**config.mk**
```make
export PLATFORM = sky130hd
export DESIGN_NAME = weight_writeback_bank
export DESIGN_NICKNAME = d
export VERILOG_FILES = /design/src/rtl/wb_pkg.sv /design/src/rtl/wb_ram.sv /design/src/rtl/weight_writeback_bank.sv
export SDC_FILE = /design/constraint.sdc
export NUM_CORES = 1
export LEC_CHECK = 0
export BUFFER_PORTS_ARGS = -buffer_cell sky130_fd_sc_hd__buf_2
export CAP_MARGIN = 0
export CORE_MARGIN = 2
export CORE_UTILIZATION = 40
export CTS_BUF_LIST = sky130_fd_sc_hd__clkbuf_4 sky130_fd_sc_hd__clkbuf_8
export DETAILED_ROUTE_END_ITERATION = 16
export GPL_TIMING_DRIVEN = 1
export MAX_ROUTING_LAYER = met4
export PLACE_DENSITY_LB_ADDON = 0.08
export REMOVE_ABC_BUFFERS = 1
export SLEW_MARGIN = 20
export SYNTH_ARGS = -nofsm -noshare
export SYNTH_HDL_FRONTEND = slang
export SYNTH_SLANG_ARGS = --single-unit
```
**constraint.sdc**
```tcl
create_clock -name clk -period 5 [get_ports clk]
set_input_delay 0.5 -clock clk [delete_from_list [all_inputs] [get_ports clk]]
set_output_delay 0.5 -clock clk [all_outputs]
set_load 0.005 [all_outputs]
```
**src/rtl/wb_pkg.sv**
```systemverilog
// Shared types and constants for weight_writeback_bank and its storage banks.
package wb_pkg;

    localparam int unsigned WEIGHT_W = 34;

    localparam logic [WEIGHT_W-1:0] WEIGHT_ZERO = '0;

    typedef enum logic [1:0] {
        StAccept,
        StCopy,
        StDone
    } wb_state_e;

    // A pass needs at least two weights and every weight must be addressable.
    function automatic bit addr_width_ok(input int unsigned n, input int unsigned aw);
        return (n >= 2) && ((64'(1) << aw) >= 64'(n));
    endfunction

endpackage

```
**src/rtl/wb_ram.sv**
```systemverilog
// Simple dual-port bank: one write port, one registered read port, array not reset.
module wb_ram
    import wb_pkg::*;
#(
    parameter int unsigned DW    = WEIGHT_W,
    parameter int unsigned DEPTH = 16,
    parameter int unsigned AW    = 4
) (
    input  logic          clk,
    input  logic          rst,
    input  logic          we,
    input  logic [AW-1:0] waddr,
    input  logic [DW-1:0] wdata,
    input  logic [AW-1:0] raddr,
    output logic [DW-1:0] rdata
);

    logic [DW-1:0] mem [DEPTH];

    always_ff @(posedge clk) begin
        if (we) begin
            mem[waddr] <= wdata;
        end
    end

    always_ff @(posedge clk or negedge rst) begin
        if (!rst) begin
            rdata <= DW'(WEIGHT_ZERO);
        end else begin
            rdata <= mem[raddr];
        end
    end

endmodule

```
**src/rtl/weight_writeback_bank.sv**
```systemverilog
// Current/best weight banks with pass tracking and best-snapshot copy.
// Optional macro WB_RD_FORWARD_EN makes the rd_weight port write-first.
module weight_writeback_bank
    import wb_pkg::*;
#(
    parameter  int unsigned BIT_WIDTH      = 32,
    parameter  int unsigned EXTRA_BIT      = 2,
    parameter  int unsigned NUMBER_WEIGHTS = 16,
    parameter  int unsigned ADDR_WIDTH     = 4,
    localparam int unsigned W              = BIT_WIDTH + EXTRA_BIT
) (
    input  logic                  clk,
    input  logic                  rst,
    input  logic                  wr_valid,
    input  logic [W-1:0]          wr_weight,
    input  logic                  best_flag,
    input  logic                  training_done,
    input  logic [ADDR_WIDTH-1:0] rd_addr,
    output logic [W-1:0]          rd_weight,
    input  logic [ADDR_WIDTH-1:0] best_rd_addr,
    output logic [W-1:0]          best_weight,
    output logic                  pass_done,
    output logic                  busy,
    output logic                  best_valid,
    output logic                  frozen,
    output logic                  overrun
);

    localparam int unsigned CW = ADDR_WIDTH + 1;
    localparam logic [ADDR_WIDTH-1:0] LAST_ADDR = ADDR_WIDTH'(NUMBER_WEIGHTS - 1);
    localparam logic [CW-1:0] COPY_LAST = CW'(NUMBER_WEIGHTS);

    if (!addr_width_ok(NUMBER_WEIGHTS, ADDR_WIDTH)) begin : g_cfg_err
        $error("weight_writeback_bank: ADDR_WIDTH too small or NUMBER_WEIGHTS < 2");
    end

    wb_state_e             state;
    logic [ADDR_WIDTH-1:0] wr_ptr;
    logic                  best_pending;
    logic [CW-1:0]         copy_cnt;

    logic                  cur_we;
    logic                  pass_end;
    logic                  take;
    logic                  best_we;
    logic [ADDR_WIDTH-1:0] cur_raddr;
    logic [ADDR_WIDTH-1:0] copy_waddr;
    logic [W-1:0]          cur_rdata;

    // The copy borrows the current bank's read port; best[i] is written one cycle after cur[i] is read.
    always_comb begin
        cur_we     = (state == StAccept) && wr_valid;
        pass_end   = cur_we && (wr_ptr == LAST_ADDR);
        take       = best_pending | best_flag;
        cur_raddr  = (state == StCopy) ? copy_cnt[ADDR_WIDTH-1:0] : rd_addr;
        best_we    = (state == StCopy) && (copy_cnt != '0);
        copy_waddr = copy_cnt[ADDR_WIDTH-1:0] - 1'b1;
    end

    always_ff @(posedge clk or negedge rst) begin
        if (!rst) begin
            state        <= StAccept;
            wr_ptr       <= '0;
            best_pending <= 1'b0;
            copy_cnt     <= '0;
            pass_done    <= 1'b0;
            busy         <= 1'b0;
            best_valid   <= 1'b0;
            frozen       <= 1'b0;
            overrun      <= 1'b0;
        end else begin
            pass_done <= 1'b0;
            unique case (state)
                StAccept: begin
                    if (cur_we) begin
                        wr_ptr <= (wr_ptr == LAST_ADDR) ? '0 : wr_ptr + 1'b1;
                    end
                    if (pass_end) begin
                        pass_done    <= 1'b1;
                        best_pending <= 1'b0;
                        if (take) begin
                            state    <= StCopy;
                            busy     <= 1'b1;
                            copy_cnt <= '0;
                        end
                    end else begin
                        best_pending <= take;
                        // A mid-pass training_done waits here until the pass wraps.
                        if (training_done && (wr_ptr == '0) && !wr_valid) begin
                            state  <= StDone;
                            frozen <= 1'b1;
                        end
                    end
                end
                StCopy: begin
                    best_pending <= take;
                    if (wr_valid) begin
                        overrun <= 1'b1;
                    end
                    if (copy_cnt == COPY_LAST) begin
                        busy       <= 1'b0;
                        best_valid <= 1'b1;
                        copy_cnt   <= '0;
                        state      <= training_done ? StDone : StAccept;
                        frozen     <= training_done;
                    end else begin
                        copy_cnt <= copy_cnt + 1'b1;
                    end
                end
                StDone: begin
                    state <= StDone;
                end
                default: begin
                    state <= StAccept;
                end
            endcase
        end
    end

    wb_ram #(
        .DW    (W),
        .DEPTH (NUMBER_WEIGHTS),
        .AW    (ADDR_WIDTH)
    ) u_cur (
        .clk   (clk),
        .rst   (rst),
        .we    (cur_we),
        .waddr (wr_ptr),
        .wdata (wr_weight),
        .raddr (cur_raddr),
        .rdata (cur_rdata)
    );

    wb_ram #(
        .DW    (W),
        .DEPTH (NUMBER_WEIGHTS),
        .AW    (ADDR_WIDTH)
    ) u_best (
        .clk   (clk),
        .rst   (rst),
        .we    (best_we),
        .waddr (copy_waddr),
        .wdata (cur_rdata),
        .raddr (best_rd_addr),
        .rdata (best_weight)
    );

`ifdef WB_RD_FORWARD_EN
    logic         fwd_sel;
    logic [W-1:0] fwd_data;

    always_ff @(posedge clk or negedge rst) begin
        if (!rst) begin
            fwd_sel  <= 1'b0;
            fwd_data <= W'(WEIGHT_ZERO);
        end else begin
            fwd_sel  <= cur_we && (rd_addr == wr_ptr);
            fwd_data <= wr_weight;
        end
    end

    assign rd_weight = fwd_sel ? fwd_data : cur_rdata;
`else
    assign rd_weight = cur_rdata;
`endif

endmodule
```
; Word-level counts from Yosys, hierarchy flattened
; Memories as Yosys holds them, arrays and structs flattened. A register that Yosys moved wholly into a read port is not among the register bits.
; Cells that the tools add are included.
[classes]
n_eq_ne = 11
bitwise = 1
add_sub_neg = 3
reduce_logical = 19
muxes = 28
[op_table]
columns = cell, count
row1 = $mux 5, 3
row2 = $mux 1, 13
row3 = $mux 2, 5
row4 = $pmux 5 s2, 1
row5 = $mux 4, 2
row6 = $reduce_and 4->1, 2
row7 = $ne 2x2->1 const B, 3
row8 = $pmux 1 s2, 3
row9 = $pmux 2 s3, 1
row10 = $reduce_and 2->1, 3
row11 = $reduce_and 3->1, 2
row12 = $add 5x1->5 const B, 1
row13 = $eq 5x5->1 const B, 1
row14 = $logic_and 1x1->1, 5
row15 = $reduce_bool 5->1, 1
row16 = $add 4x1->4 const B, 1
row17 = $eq 4x4->1 const B, 1
row18 = $logic_not 4->1, 1
row19 = $ne 2x1->1 const B, 2
row20 = $sub 4x1->4 const B, 1
row21 = $logic_not 1->1, 3
row22 = $ne 3x2->1 const B, 1
row23 = $ne 3x3->1 const B, 1
row24 = $eq 2x1->1 const B, 1
row25 = 4 further kinds, 4
[totals]
memories = 2
input_bits = 47
reg_bits = 17
out_inout_bits = 73
ram_bits = 1088
elab_cells = 73
[mem_list]
columns = name, depth, word_bits, read_ports, rd_ports_with_merged_regs, wr, line
row1 = u_best.mem, 16, 34, 1, 1, 1, wb_ram.sv:18  ; logic [DW-1:0] mem [DEPTH];
row2 = u_cur.mem, 16, 34, 1, 1, 1, wb_ram.sv:18

; Logic depth before layout (Yosys ltp)
; Gate-level depths: netlist of the first run.
[logic_depth]
depth_word = 6
ltp_mapped = 10
depth_no_buf = 7

; By module
; From an unflattened synthesis of the first run, not the netlist that was laid out.
[hier_totals]
hier_cells = 1871
hier_area_um2 = 43415.4
[by_module_without_submodules]
columns = module, area_each_um2, cells_per_inst, seq_area_each_um2, n_inst
row1 = wb_ram, 21246.6, 888, 17186.5, 2
row2 = weight_writeback_bank, 922.1, 95, 425.4, 1

; Least setup slack after synthesis of the first run
; Ideal clock, no wire load.
[synth_timing]
path_type = register to register
start = register state[0]
end = memory u_cur.mem[3][0] (netlist bit), enable pin
arrival_time_ns = 3.688
setup_slack_ns = 0.845
synth_period_minus_slack_ns = 4.155
setup_time_ns = 0.467
path_stages_with_launch = 5
t_required_ns = 4.533
n_path_buf = 1
path_cell_list = dfrtp_1 -> buf_2 -> nor3b_1 -> nand2_1 -> nor3_1
[synth_between]
elab_chain_cells = 4
[synth_rtl]
columns = element, line
row1 = from (decl), weight_writeback_bank.sv:37  ; wb_state_e state;
row2 = from (signal assigned), weight_writeback_bank.sv:62  ; state <= StAccept;
row3 = from (signal assigned), weight_writeback_bank.sv:82  ; state <= StCopy;
row4 = from (signal assigned), weight_writeback_bank.sv:90  ; state <= StDone;
row5 = $logic_not 2->1, weight_writeback_bank.sv:52  ; cur_we = (state == StAccept) && wr_valid;
row6 = $logic_and 1x1->1, weight_writeback_bank.sv:52
row7 = $mux 1, wb_ram.sv:21  ; if (we) begin
row8 = $mux 1 (not written as such), wb_ram.sv:22  ; mem[waddr] <= wdata;
row9 = to (decl), wb_ram.sv:18
; No other way between the ends.

; Final worst setup path of the first run
[layout_timing]
start = register state[0]
end = register u_cur.rdata[5], read port of u_cur.mem
[layout_between]
elab_chain_cells = 2
[layout_rtl]
columns = element, line
row1 = $eq 2x1->1, weight_writeback_bank.sv:55  ; cur_raddr = (state == StCopy) ? copy_cnt[ADDR_WIDTH-1:0] : rd_addr;
row2 = $mux 4, weight_writeback_bank.sv:55
row3 = to (decl), wb_ram.sv:15  ; output logic [DW-1:0] rdata
; No other way between the ends.
; A chain may end at the register's enable or synchronous reset.

==> summary.md, run 1 <==
| Metric | Value |
|---|---|
| Ys async rst share | `7.25%` |
| H-tree depth | `4` |
| DRC viols | `0` |
| Combinational power share | `7.1%` |
| Status | `finished clean` |
| Hpwl dp | `70400 um` |
| Total power | `21.1 mW` |
| Worst Path Arrival | `roughly 4300 ps` |
| Clock share of power | `39.5%` |
| Synth Warn # | `0` |
| CP startpoint kind | `flip-flop` |
| Final Max Slew Viols | `0` |
| #FFs+latches synth | `around 1200` |
| Synth Flop Type | `edfxtp_1` |
| GR Overflow Total | `0` |
| CTS sink cnt | `1173` |
| Worst min path class | `in2reg` |
| DIE HEIGHT | `~340 um` |
| Row count | `124` |
| # fillers | `9797` |
| DR WL/cell | `27.3 um` |
| Worst-path fanout max | `36` |
| Leak pwr | `17.8 nW` |
| CTS resizes | `0` |
| Int Pwr | `16.1 mW` |
| Total of max-cap violations | `0` |
| Reg area | `34800 um2` |
| Worst VDD drop | `179 uV` |
| Yosys cell types | `52` |
| Slew HR | `24.6%` |
| Most frequent cell after synthesis | `edfxtp_1` |
| # placed instances | `3894` |
| Core Area | `114000 um2` |
| Die Area | `117000 um2` |
| Synth top area share | `just over 70%` |
| Vias per cell | `5.42` |
| Clk_skew | `35.1 ps` |
| Syn avg cell area | `19.6 um2` |
| Clock Latency Late Sink | `870 ps` |
| Number of buffers added on ports | `119` |
| Net Sw Frac | `a little under a quarter` |
| CTS Hold Bufs | `24` |
| Clk buf depth | `3` |
| Period utilization | `69.8%` |
| Sequential cell area fraction in the yosys report | `76.1%` |
| Initial antenna violation count | `8` |
| Setup TNS Final | `0 ps` |
| Syn-to-layout area delta | `15.2%` |
| Setup violations, final | `0` |
| Seq pwr share | `between 50% and 60%` |
| Reg clk slew, reported paths | `60 ps` |
| PD cells | `400 nW/um2` |
| Layout cells sized above 1 | `between 20% and 30%` |
| Net Switching | `4.98 mW` |
| Synth top cells by count | `edfxtp_1, mux2i_1, mux4_2` |
| FMAX | `0.287 GHz` |
| WS Path Type | `reg2reg` |
| Worst slew pin tran | `1130 ps` |
| Initial drt markers | `2011` |
| Number of post-CTS setup repair buffers | `0` |
| Fin nets | `2658` |
| GRT Total Usage | `20.7%` |
| Initial core utilization | `about two fifths` |
| Die span in x | `342 um` |
| Crit. End Element | `flip-flop` |
| Routed WL | `117000 um` |
| Routability cong. | `~0.76` |
| Hold Vio Cnt, Final | `0` |
| Largest cells by area after synthesis | `edfxtp_1, mux4_2, mux2i_1, dfrtp_1, a211oi_1` |
| Post-Syn Instances | `2329` |
| Via count | `23200` |
| First-pass GRT wire length | `169000 um` |
| Post-synth EDFFs | `around 1100` |
| CTS root buffer | `clkbuf_8` |
| Post-layout min period | `3490 ps` |
| RSZ-0062 raised after global routing | `no` |
| Cell Area, Synth | `45700 um2` |
| Multi-input gate area | `approximately 10000 um2` |
| TritonCTS clock tree | `built` |
| Post-Layout Cell Count | `4280` |
| TritonCTS buffer count | `about 190` |
| Vias in the first global route | `24300` |
| Required time worst endpoint | `5780 ps` |
| TritonRoute pass-1 iters | `5` |
| Antenna Nets Post-Route | `0` |
| Top-Level Pins | `120` |
| Maximum number of pins on one net before global-route repair | `83` |
| Yosys top cell by area | `edfxtp_1` |
-- power by group through the flow --
| stage | clock (mW) | sequential, mW | combinational (mW) |
|---|---|---|---|
| 2_1_floorplan | 0 | 11.4 | 0.724 |
| 3_3_place_gp | 0 | 11.4 | 1.49 |
| 3_5_place_dp | 0 | 11.5 | 1.50 |
| 4_1_cts | 8.59 | 11.3 | 1.52 |
| 5_1_grt | 9.00 | 11.3 | 1.61 |
| 6_report | 8.32 | 11.3 | 1.49 |
-- cells in the final DEF (no fill, tap or decap), drive strengths merged, types with 2 or more instances in the layout --
| master | count |
|---|---|
| a211oi | 137 |
| nor4b | 2 |
| diode | 4 |
| clkbuf | 290 |
| nand2b | 4 |
| nor3 | 43 |
| o21ai | 7 |
| nor2 | 112 |
| a22o | 35 |
| a2111oi | 34 |
| xor2 | 2 |
| o221ai | 68 |
| dfrtp | 85 |
| mux4 | 170 |
| buf | 203 |
| edfxtp | 1088 |
| ha | 10 |
| inv | 88 |
| mux2i | 241 |
| a21o | 4 |
| a31oi | 7 |
| xnor2 | 3 |
| nand3 | 4 |
| dlygate4sd3 | 24 |
| nand2 | 23 |
| clkinv | 54 |
| a21oi | 6 |
| clkinvlp | 3 |
-- registers in the layout, indices dropped and copies added, names as in the netlist --
signal	flops
copy_cnt	5
state	2
wr_ptr	4
u_cur.mem	544
u_best.mem	544
pass_done	1
best_pending	1
busy	1
u_cur.rdata	34
frozen	1
best_valid	1
u_best.rdata	34
overrun	1
-- metrics by stage --
step	hold slack, ps	area, um2	worst slack (ps)	util, %
final	70.0	52700	1510	46.3
after global routing	43.1	52700	1290	46.3
after CTS	1.33	52700	1510	46.3
after detailed placement	448	48600	1510	42.6
after global placement	444	48400	1440	42.5
after floorplan	204	45000	-5840	-
-- worst max-delay path, stage by stage, from the launching register on --
cell,delay (ps)
dfrtp_1,580
and3b_2,720
a21o_2,700
buf_4,350
a211oi_1,100
a2111oi_0,660
a22o_1,260
-- logic make-up (layout without fill, tap and decap cells) --
group,Yosys count,count (layout),share of synthesized area [%]
and+or+nand+nor,200,200,1.94
AOI/OAI and AO/OA,301,301,5.59
buffers and inverters,228,663,2.34
adders and majority gates,10,10,0.274
muxes,412,412,13.7
other,0,4,0
DFF,1173,1173,76.1
xor gates and xnor gates,5,5,0.0958
-- per-layer routing --
| metal | GRT usage, % | routed length, um | vias up | part of all wire [%] |
|---|---|---|---|---|
| met1 | 27.5 | 50500 | 12200 | 43 |
| met3 | 3.38 | 6270 | 209 | 5.4 |
| met5 | - | 0 | - | 0 |
| li1 | - | - | 10200 | - |
| met2 | 32.7 | 56700 | 668 | 49 |
| met4 | 6.95 | 3210 | 0 | 2.8 |
-- cell type report --
type	count	area share, %
clock buffers	290	6.62
multi-input cells	928	19.3
flip-flops and latches	1173	66.0
inverters	78	0.556
repair buffers	227	3.11
clock inverters	68	0.743
well taps	1512	3.59
diodes	4	0.0190
-- worst paths after layout --
kind	start	to	slack [ps]	cells past startpoint
worst max-delay path	state[0]	u_cur.rdata[5]	1510	6
worst min-delay path	wr_weight[14]	u_cur.mem[2][14]	70	1
worst max register to register	state[0]	u_cur.rdata[5]	1510	6
worst min register to register	overrun	overrun	450	1
max in group asynchronous	rst	u_cur.rdata[14]	3470	3
min in group asynchronous	rst	u_best.rdata[22]	340	2
Power figures use the tool's default switching activity.
==> run 2, diff against run 1 <==
- ABC_AREA: not set -> 1
- clock period: 5 -> 2.85 ns (I/O delays scaled with it)
==> run 2 against run 1 <==
Compared with the run above: clock skew up 1.2 ps; critical path depth up 2; non-clock buffer count up 70; synthesized cell count up 66%; sequential share of layout area down 3.1 points; worst setup slack worse by 1100 ps; clock-buffer cell count up 19; routed wire length up 13%; fmax up 43%; area after synthesis up 3.1%; largest power group unchanged.
==> summary.md, run 2 <==
| Metric | Value |
|---|---|
| Status | `finished clean` |
| Total of max-cap violations | `0` |
| Hold_sp | `best_rd_addr[0]` |
| Design Area, Final | `between 50000 and 60000 um2` |
| CTS Hold Bufs | `42` |
| Sequential cell area fraction in the yosys report | `between 70 and 80%` |
| Clk buf depth | `3` |
| Crit. End Element | `flip-flop` |
| Synth top cells by count | `edfxtp_1, nand2_1, nand3_1` |
| Post-Syn Instances | `~3900` |
| Syn-to-layout area delta | `17.2%` |
| Initial core utilization | `40.5%` |
| TritonCTS buffer count | `197` |
| Reg clk slew, reported paths | `60 ps` |
| Routed WL | `between 100000 and 150000 um` |
| Clk_skew | `roughly 36 ps` |
| Vias in the first global route | `29500` |
| Yosys cell types | `30` |
| Routability cong. | `0.769` |
| Die span in x | `347 um` |
| Fin nets | `4159` |
| # placed instances | `approximately 5400` |
| Hold Path Depth | `5` |
| Final Max Slew Viols | `0` |
| Core Area | `around 120000 um2` |
| Initial antenna violation count | `6` |
| Period utilization | `85.5%` |
| Worst slew pin tran | `889 ps` |
| First-pass GRT wire length | `roughly 200000 um` |
| Crit path launch | `copy_cnt[1]` |
| Synth Warn # | `0` |
| CTS root buffer | `clkbuf_8` |
| Most common cell after layout, fill and taps aside | `edfxtp_1` |
| Most frequent cell after synthesis | `edfxtp_1` |
| Required time worst endpoint | `3420 ps` |
| Worst-path fanout max | `15` |
| Syn avg cell area | `12.2 um2` |
| Reg area | `roughly 35000 um2` |
| Post-layout min period | `2440 ps` |
| Slew HR | `40.8%` |
| Synth Flop Type | `edfxtp_1` |
| Hold Vio Cnt, Final | `0` |
| WS Path Type | `reg2reg` |
| Row count | `125` |
| Vias per cell | `5.19` |
| Post-route setup slack | `roughly 410 ps` |
| Post-synth EDFFs | `~1100` |
| Die Area | `between 100000 and 150000 um2` |
| CP startpoint kind | `flip-flop` |
| Ys async rst share | `under 10%` |
| Worst VDD drop | `401 uV` |
| TritonCTS clock tree | `built` |
| Most frequent cells in the layout | `edfxtp_1, nand2_1, nand3_1` |
| Clock Latency Late Sink | `870 ps` |
| Layout cells sized above 1 | `between 10% and 20%` |
| Post-layout util | `47.4%` |
| Yosys top cell by area | `edfxtp_1` |
| Hold_ws | `approximately 84 ps` |
| Leak pwr | `20.2 nW` |
| Maximum number of pins on one net before global-route repair | `136` |
| Place WS | `roughly 390 ps` |
| Worst Path Arrival | `around 3000 ps` |
| Number of buffers added on ports | `119` |
| Number of post-CTS setup repair buffers | `0` |
| Top-Level Pins | `120` |
| DRC viols | `0` |
| Largest regs | `u_best.mem x544, u_cur.mem x544` |
| PD cells | `680 nW/um2` |
| Initial drt markers | `2177` |
| Antenna Nets Post-Route | `0` |
| Post-Layout Cell Count | `5797` |
| CTS resizes | `0` |
| Setup violations, final | `0` |
| FMAX | `0.410 GHz` |
| H-tree depth | `4` |
| Synth top area share | `69.3%` |
| Via count | `30100` |
| Cell Area, Synth | `47200 um2` |
| GRT Total Usage | `22.4%` |
| Placed inst area | `50800 um2` |
| GR Overflow Total | `0` |
| Worst min path class | `in2reg` |
| RSZ-0062 raised after global routing | `no` |
| Multi-input gate area | `10800 um2` |
| CTS sink cnt | `~1200` |
| TritonRoute pass-1 iters | `5` |
| Largest cells by area after synthesis | `edfxtp_1, nand3_1, nand2_1, dfrtp_1, nor2_1` |
| #FFs+latches synth | `1173` |
| Reg2reg start | `copy_cnt[1]` |
| R2R depth | `8` |
| DIE HEIGHT | `between 300 and 400 um` |
| # fillers | `between 10000 and 15000` |
| DR WL/cell | `22.7 um` |
| Hpwl dp | `approximately 70000 um` |
run 2: layout make-up:
class,count,area share (%)
antenna,7,0.0317
clock buffer,309,6.65
clock inverter,54,0.672
inverter,201,1.38
multi-input combinational,2232,19.6
sequential,1173,63.0
tap,1524,3.45
timing repair buffer,297,5.25
run 2: metrics by stage:
step	total power [mW]	TNS, ps
after floorplan	21.1	-428860
after global placement	22.7	0
after detailed placement	22.7	0
after CTS	38.1	0
after global routing	39.1	0
final	37.6	0
run 2: power by group:
part / internal (mW) / total, mW / switching [mW]
clock network: 8.53 / 15.3 / 6.75
logic: 0.795 / 2.55 / 1.76
registers: 19.3 / 19.8 / 0.432
run 2: kinds of logic (layout without fill, tap and decap cells):
group / count (synthesis) / in the layout / share of synthesized area (%)
AND/OR/NAND/NOR: 1764 / 1764 / 16.4
AO/OA/AOI/OAI: 452 / 452 / 5.56
XOR/XNOR: 6 / 6 / 0.111
adder cells (fa/ha/maj): 10 / 10 / 0.265
other: 0 / 7 / 0
flip-flops: 1173 / 1173 / 73.8
buffers and inverters: 452 / 861 / 3.89
run 2: path summary, 6_finish.rpt:
path                                           to  slack, ps
worst min-delay path             u_best.rdata[31]         80
worst min register to register         best_valid        460
worst max-delay path            u_best.mem[8][12]        410
min in group asynchronous          u_cur.rdata[8]        530
max in group asynchronous        u_best.rdata[22]       2000
worst max register to register  u_best.mem[8][12]        410
run 2: worst max-delay path, cell delays in order (launching register included):
cell	delay [ps]
dfrtp_1	470
inv_1	190
ha_1	250
nand3_1	80
o21ai_0	80
inv_1	110
nand2_1	250
nor2_4	480
buf_12	230
run 2: metal layers:
layer  track usage (%)  vias to the layer above  part of all wire [%]
met5                 -                        -                     0
met4              5.33                        0                   1.6
met3              3.46                      182                   4.7
met2              35.9                      704                    48
met1              30.2                    15000                    46
li1                  -                    14200                     -
